===== config.mk =====
export PLATFORM = sky130hd
export DESIGN_NAME = unrotate_flat
export DESIGN_NICKNAME = d
export VERILOG_FILES = /design/src/rtl/unrotate_if.sv /design/src/rtl/unrotate.sv /design/src/flat_wrapper.sv
export SDC_FILE = /design/constraint.sdc
export NUM_CORES = 2
export LEC_CHECK = 0
export ABC_CLOCK_PERIOD_IN_PS = 4040
export BUFFER_PORTS_ARGS = -buffer_cell sky130_fd_sc_hd__buf_2
export CAP_MARGIN = 20
export CORE_ASPECT_RATIO = 0.8
export CORE_UTILIZATION = 45
export DETAILED_ROUTE_END_ITERATION = 8
export HOLD_SLACK_MARGIN = 0.05
export PLACE_DENSITY = 0.62
export SKIP_CTS_REPAIR_TIMING = 1
export SLEW_MARGIN = 20
export SYNTH_ARGS = -nofsm -noshare
export SYNTH_HDL_FRONTEND = slang
export SYNTH_SLANG_ARGS = --single-unit

===== constraint.sdc =====
create_clock -name clk -period 4.04 [get_ports clk]
set_input_delay 0.404 -clock clk [delete_from_list [all_inputs] [get_ports clk]]
set_output_delay 0.404 -clock clk [all_outputs]
set_load 0.005 [all_outputs]

===== src/rtl/unrotate_if.sv =====
// unrotate_if: slice streams into and out of the unrotate stage.
// Handshake (both streams): a slice moves on a rising clk edge where valid
// and ready are both high. The producer holds valid and data steady until
// that transfer. Data is don't-care while valid is low.
interface unrotate_if;
  logic        in_valid;
  logic        in_ready;
  logic [24:0] in_slice;
  logic        out_valid;
  logic        out_ready;
  logic [24:0] out_slice;

  // Block-side view: consumes in_*, produces out_*.
  modport slave (
    input  in_valid, in_slice, out_ready,
    output in_ready, out_valid, out_slice
  );

  // Environment-side view: produces in_*, consumes out_*.
  modport master (
    output in_valid, in_slice, out_ready,
    input  in_ready, out_valid, out_slice
  );
endinterface


===== src/rtl/unrotate.sv =====
// unrotate: inverse rho-rotation stage for a 25-lane x 64-slice state.
// A frame is loaded slice by slice. Each lane bit is scattered to its
// un-rotated position as it arrives. The restored state is then drained in
// ascending z order.
// Optional build macro: UNROTATE_BYPASS_EN adds a 'bypass' input. It is
// latched at start, and when it is high all lane offsets are treated as zero.
module unrotate (
  input  logic       clk,
  input  logic       rst,
  input  logic       start,
`ifdef UNROTATE_BYPASS_EN
  input  logic       bypass,
`endif
  output logic       busy,
  output logic       done,
  output logic [1:0] fsm_state,
  unrotate_if.slave  bus
);

  typedef enum logic [1:0] {
    S_IDLE  = 2'd0,
    S_LOAD  = 2'd1,
    S_DRAIN = 2'd2,
    S_DONE  = 2'd3
  } state_t;

  state_t      state;
  logic [6:0]  cnt;
  logic        in_ready_q;
  logic        out_valid_q;
  logic        busy_q;
  logic        done_q;
  logic [63:0] lane_q [25];
  logic [5:0]  wr_pos [25];
  logic [24:0] rd_slice;
  logic        load_fire;
  logic        drain_fire;
  logic        bypass_q;

  // Per-lane rotation offset r_i for lane i = x + 5y.
  function automatic logic [5:0] rot_of(input int unsigned lane);
    logic [5:0] r;
    case (lane)
      0:  r = 6'd0;
      1:  r = 6'd1;
      2:  r = 6'd62;
      3:  r = 6'd28;
      4:  r = 6'd27;
      5:  r = 6'd36;
      6:  r = 6'd44;
      7:  r = 6'd6;
      8:  r = 6'd55;
      9:  r = 6'd20;
      10: r = 6'd3;
      11: r = 6'd10;
      12: r = 6'd43;
      13: r = 6'd25;
      14: r = 6'd39;
      15: r = 6'd41;
      16: r = 6'd45;
      17: r = 6'd15;
      18: r = 6'd21;
      19: r = 6'd8;
      20: r = 6'd18;
      21: r = 6'd2;
      22: r = 6'd61;
      23: r = 6'd56;
      24: r = 6'd14;
      default: r = 6'd0;
    endcase
    return r;
  endfunction

`ifdef UNROTATE_BYPASS_EN
  // Capture the bypass request alongside start so it holds for the whole frame.
  always_ff @(posedge clk or posedge rst) begin
    if (rst) begin
      bypass_q <= 1'b0;
    end else if (state == S_IDLE && start) begin
      bypass_q <= bypass;
    end
  end
`else
  assign bypass_q = 1'b0;
`endif

  assign load_fire  = bus.in_valid && in_ready_q;
  assign drain_fire = out_valid_q && bus.out_ready;

  // Write position for each lane: (cnt - r_i) mod 64, using natural 6-bit wrap.
  always_comb begin
    for (int i = 0; i < 25; i++) begin
      wr_pos[i] = cnt[5:0] - (bypass_q ? 6'd0 : rot_of(i));
    end
  end

  // Scatter each accepted slice into the lanes. The lanes have no reset because
  // every frame rewrites all 1600 bits.
  always_ff @(posedge clk) begin
    if (load_fire) begin
      for (int i = 0; i < 25; i++) begin
        lane_q[i][wr_pos[i]] <= bus.in_slice[i];
      end
    end
  end

  // Read slice cnt straight from the lanes, forced to zero when no slice is offered.
  always_comb begin
    rd_slice = '0;
    if (out_valid_q) begin
      for (int i = 0; i < 25; i++) begin
        rd_slice[i] = lane_q[i][cnt[5:0]];
      end
    end
  end

  // Frame sequencer: IDLE -> LOAD (64 in) -> DRAIN (64 out) -> DONE, with registered flags.
  always_ff @(posedge clk or posedge rst) begin
    if (rst) begin
      state       <= S_IDLE;
      cnt         <= 7'd0;
      in_ready_q  <= 1'b0;
      out_valid_q <= 1'b0;
      busy_q      <= 1'b0;
      done_q      <= 1'b0;
    end else begin
      done_q <= 1'b0;
      case (state)
        S_IDLE: begin
          if (start) begin
            state      <= S_LOAD;
            cnt        <= 7'd0;
            in_ready_q <= 1'b1;
            busy_q     <= 1'b1;
          end
        end
        S_LOAD: begin
          if (load_fire) begin
            if (cnt == 7'd63) begin
              state       <= S_DRAIN;
              cnt         <= 7'd0;
              in_ready_q  <= 1'b0;
              out_valid_q <= 1'b1;
            end else begin
              cnt <= cnt + 7'd1;
            end
          end
        end
        S_DRAIN: begin
          if (drain_fire) begin
            cnt <= cnt + 7'd1;
            if (cnt == 7'd63) begin
              state       <= S_DONE;
              out_valid_q <= 1'b0;
              busy_q      <= 1'b0;
              done_q      <= 1'b1;
            end
          end
        end
        S_DONE: begin
          state <= S_IDLE;
        end
        default: begin
          state <= S_IDLE;
        end
      endcase
    end
  end

  assign bus.in_ready  = in_ready_q;
  assign bus.out_valid = out_valid_q;
  assign bus.out_slice = rd_slice;
  assign busy          = busy_q;
  assign done          = done_q;
  assign fsm_state     = state;

endmodule

===== src/flat_wrapper.sv =====
// flat-port wrapper written by rule: the top's interface ports become plain ports
module unrotate_flat 
  (clk, rst, start, busy, done, fsm_state, bus_in_valid, bus_in_slice, bus_out_ready, bus_in_ready, bus_out_valid, bus_out_slice);
  unrotate_if bus_i ();
  input  logic clk;
  input  logic rst;
  input  logic start;
  output logic busy;
  output logic done;
  output logic [1:0] fsm_state;
  input wire logic [$bits(bus_i.in_valid)-1:0] bus_in_valid;
  input wire logic [$bits(bus_i.in_slice)-1:0] bus_in_slice;
  input wire logic [$bits(bus_i.out_ready)-1:0] bus_out_ready;
  output wire logic [$bits(bus_i.in_ready)-1:0] bus_in_ready;
  output wire logic [$bits(bus_i.out_valid)-1:0] bus_out_valid;
  output wire logic [$bits(bus_i.out_slice)-1:0] bus_out_slice;
  assign bus_i.in_valid = bus_in_valid;
  assign bus_i.in_slice = bus_in_slice;
  assign bus_i.out_ready = bus_out_ready;
  assign bus_in_ready = bus_i.in_ready;
  assign bus_out_valid = bus_i.out_valid;
  assign bus_out_slice = bus_i.out_slice;
  unrotate u_core (.clk(clk), .rst(rst), .start(start), .busy(busy), .done(done), .fsm_state(fsm_state), .bus(bus_i));
endmodule

==> reports/metrics.cfg <==
[yosys]
ys_seq_area_share_pct=69.0
netlist_instances=4834
synth-adder-area-share_pct=0.321
synth_cell_types=56
synthMuxAreaShare_pct=12.8
yosysWarnings=0
synth-simple-area-share_pct=11.5
synth-compound-area-share_pct=3.00
yosys-top-cells-count=1644 x nor2_1, 1600 x edfxtp_1, 392 x mux4_2
synth_area_leaders=edfxtp_1 69%, mux4_2 13%, nor2_1 8.8%
ys.flop_type=edfxtp_1
avgSynthCellArea_um2=14.5
synth.most_common_cell=nor2_1
syn-cell-area_um2=70100
async_flop_share_pct=0.806
synth_top_area_share_pct=68.5
synthXorXnorAreaFrac_pct=1.10
syn_nets=4882
synth_area_leader_cell=edfxtp_1
synth_top_family_by_area=multiplexers
ys_seq_elements=1613
synth_edf_count=1600

[clocking]
cts-root-buf=clkbuf_16
cts_sinks=1613
numCtsBuffers=159
clockBufferDepth=3
clk_latency_ns=0.80
htreeDepth=4
cts.clk_slew.worst_paths_ns=0.06
cts_tree=built

[drt]
wl_mm=187
first_iter_violations=5388
route.detailed.drc=0
num_vias=42100
routed_via_density=6.02
routedWlPerCell_um=26.7
drt-pass1-iter-count=5
ant_nets=0

[worst_hold_path]
hp-class=in2async

[sta]
final-hold-violation-count=0
layout_min_cycle_time_ns=3.96
post-route-period-util_pct=98.0
tightest_slew_ns=1.07
rsz0062_at_grt=true
setup_tns_ns=0
relSlewSlack_pct=28.1
fmax_ghz=0.253
slew_viol_final=0
setup_ws_ns=0.0825
finClkSkew_ns=0.0156
setup_viol=0

[final_layout]
syn2layout_area_growth_pct=11.4
nets=4894
final_cells=7004
nFillCells=13100
fin_area_um2=78100
drive_gt1_share_pct=17.3

[floorplan]
fp.coreArea_um2=155000
start_util_pct=45.3
ios=61
die-area_um2=157000
die_x_um=443
fp.dieH_um=355
std_cell_rows=129

[worst_setup_path]
critPathMostFrequentCell=buf_4
rr_worst_depth=8
crit_type=reg2out
cp-start-kind=flip-flop
crit_slowest_cell=dfrtp_4
slowest_delay_ns=0.66
arrival_ns=3.55
end_kind=output port
crit_chain=buf_4 -> nor3_4 -> buf_4 -> a22oi_1 -> nand4_1 -> o31a_1 -> buf_2
crit_fanout=22
required_ns=3.64

[pwr]
p_total_mw=33.1
powerDensity_nw_per_um2=423
vdd_drop_max_v=0.000363
p_leak_nw=22.9

[run]
drv_cap=0

[grt]
grt_overflow_total=0
grt_max_degree=105
grt_usage_pct=23.7
grt_pass1_wl_mm=275
antenna_found_initial=10
grt_pass1_vias=41600

[placement]
dp_slack_ns=0.377
dpl-instance-area_um2=73000
place_inst=6704
place_congestion=0.807
port_buffers=60
post-dp-hpwl_mm=104

[status]
status=completed

[layout by cell type (no fill, tap or decap), types with 17 or more instances in the layout]
cell,netlist,routed
ha_1,18,18
buf_4,10,90
a22oi_1,171,171
clkinv_2,0,28
buf_2,123,60
nand4_1,37,37
xnor2_1,59,59
nand3_1,64,63
xor2_1,27,27
buf_12,0,36
a21oi_1,42,42
clkbuf_1,158,39
nand2_1,254,230
nor2_1,1644,1644
clkbuf_16,0,167
mux4_2,392,392
mux2i_1,17,17
edfxtp_1,1600,1600
clkinv_1,0,30
o31a_1,25,25
[power by group]
part	internal [mW]	switching, mW	leakage, nW
registers	18.4	0	14.5
clock network	8.17	6.29	2.43
logic	0.0127	0.217	5.97
[area by class of cell]
| class | instances | area, um^2 | area share [%] |
|---|---|---|---|
| antenna | 4 | 10.0 | 0.0128 |
| clock buffer | 206 | 4330 | 5.54 |
| clock inverter | 79 | 643 | 0.823 |
| inverter | 14 | 52.6 | 0.0673 |
| multi-input combinational | 2861 | 20400 | 26.1 |
| sequential | 1613 | 48400 | 61.9 |
| tap | 2030 | 2540 | 3.25 |
| timing repair buffer | 197 | 1810 | 2.32 |
[metrics by stage]
stage	hold slack, ns	utilization [%]
final	0.300	50.5
after global routing	0.308	50.5
after CTS	-0.318	50.4
after detailed placement	0.536	47.2
after global placement	0.535	47.2
after floorplan	0.281	-
[cells by family (layout without fill, tap and decap cells)]
family | after synthesis | after routing
compound gates | 290 | 290
xor+xnor | 87 | 87
fa+ha+maj | 18 | 18
buf+inv | 360 | 496
flops | 1613 | 1613
mux | 410 | 410
other cells | 0 | 4
simple gates | 2056 | 2056
[state kept, by name, indices dropped and copies added, names as in the netlist]
name and flops:
u_core.bus.out_valid 1, u_core.fsm_state 2, u_core.bus.in_ready 1, u_core.lane_q 1600, u_core.cnt 7, u_core.busy 1
u_core.done 1
[per-layer routing]
layer	wire (um)	vias to the layer above	global-route usage (%)	share of wire, %
li1	-	17900	-	-
met5	11	-	0	0.0059
met1	80000	22200	34.5	43
met4	4440	2	6.60	2.4
met3	16000	271	4.29	8.6
met2	86400	1781	36.7	46
[path summary, 6_finish.rpt]
check	startpoint	endpoint	slack [ns]
setup / recovery	u_core.cnt[5]	bus_out_slice[24]	0.08
hold / removal	rst	u_core.fsm_state[1]	0.30
setup reg to reg	u_core.cnt[4]	u_core.lane_q[0][914]	0.24
hold reg to reg	u_core.busy	u_core.busy	0.59
max in group asynchronous	rst	u_core.cnt[5]	3.16
min in group clk	bus_in_slice[8]	u_core.lane_q[0][573]	0.33
[critical path: cells and delay by family (launching register included)]
family	cells	cell delay (ns)
and+or+nand+nor	2	0.31
buffers and inverters	3	0.96
DFF	1	0.66
AOI/OAI and AO/OA	2	0.81
Power figures use the tool's default switching activity.
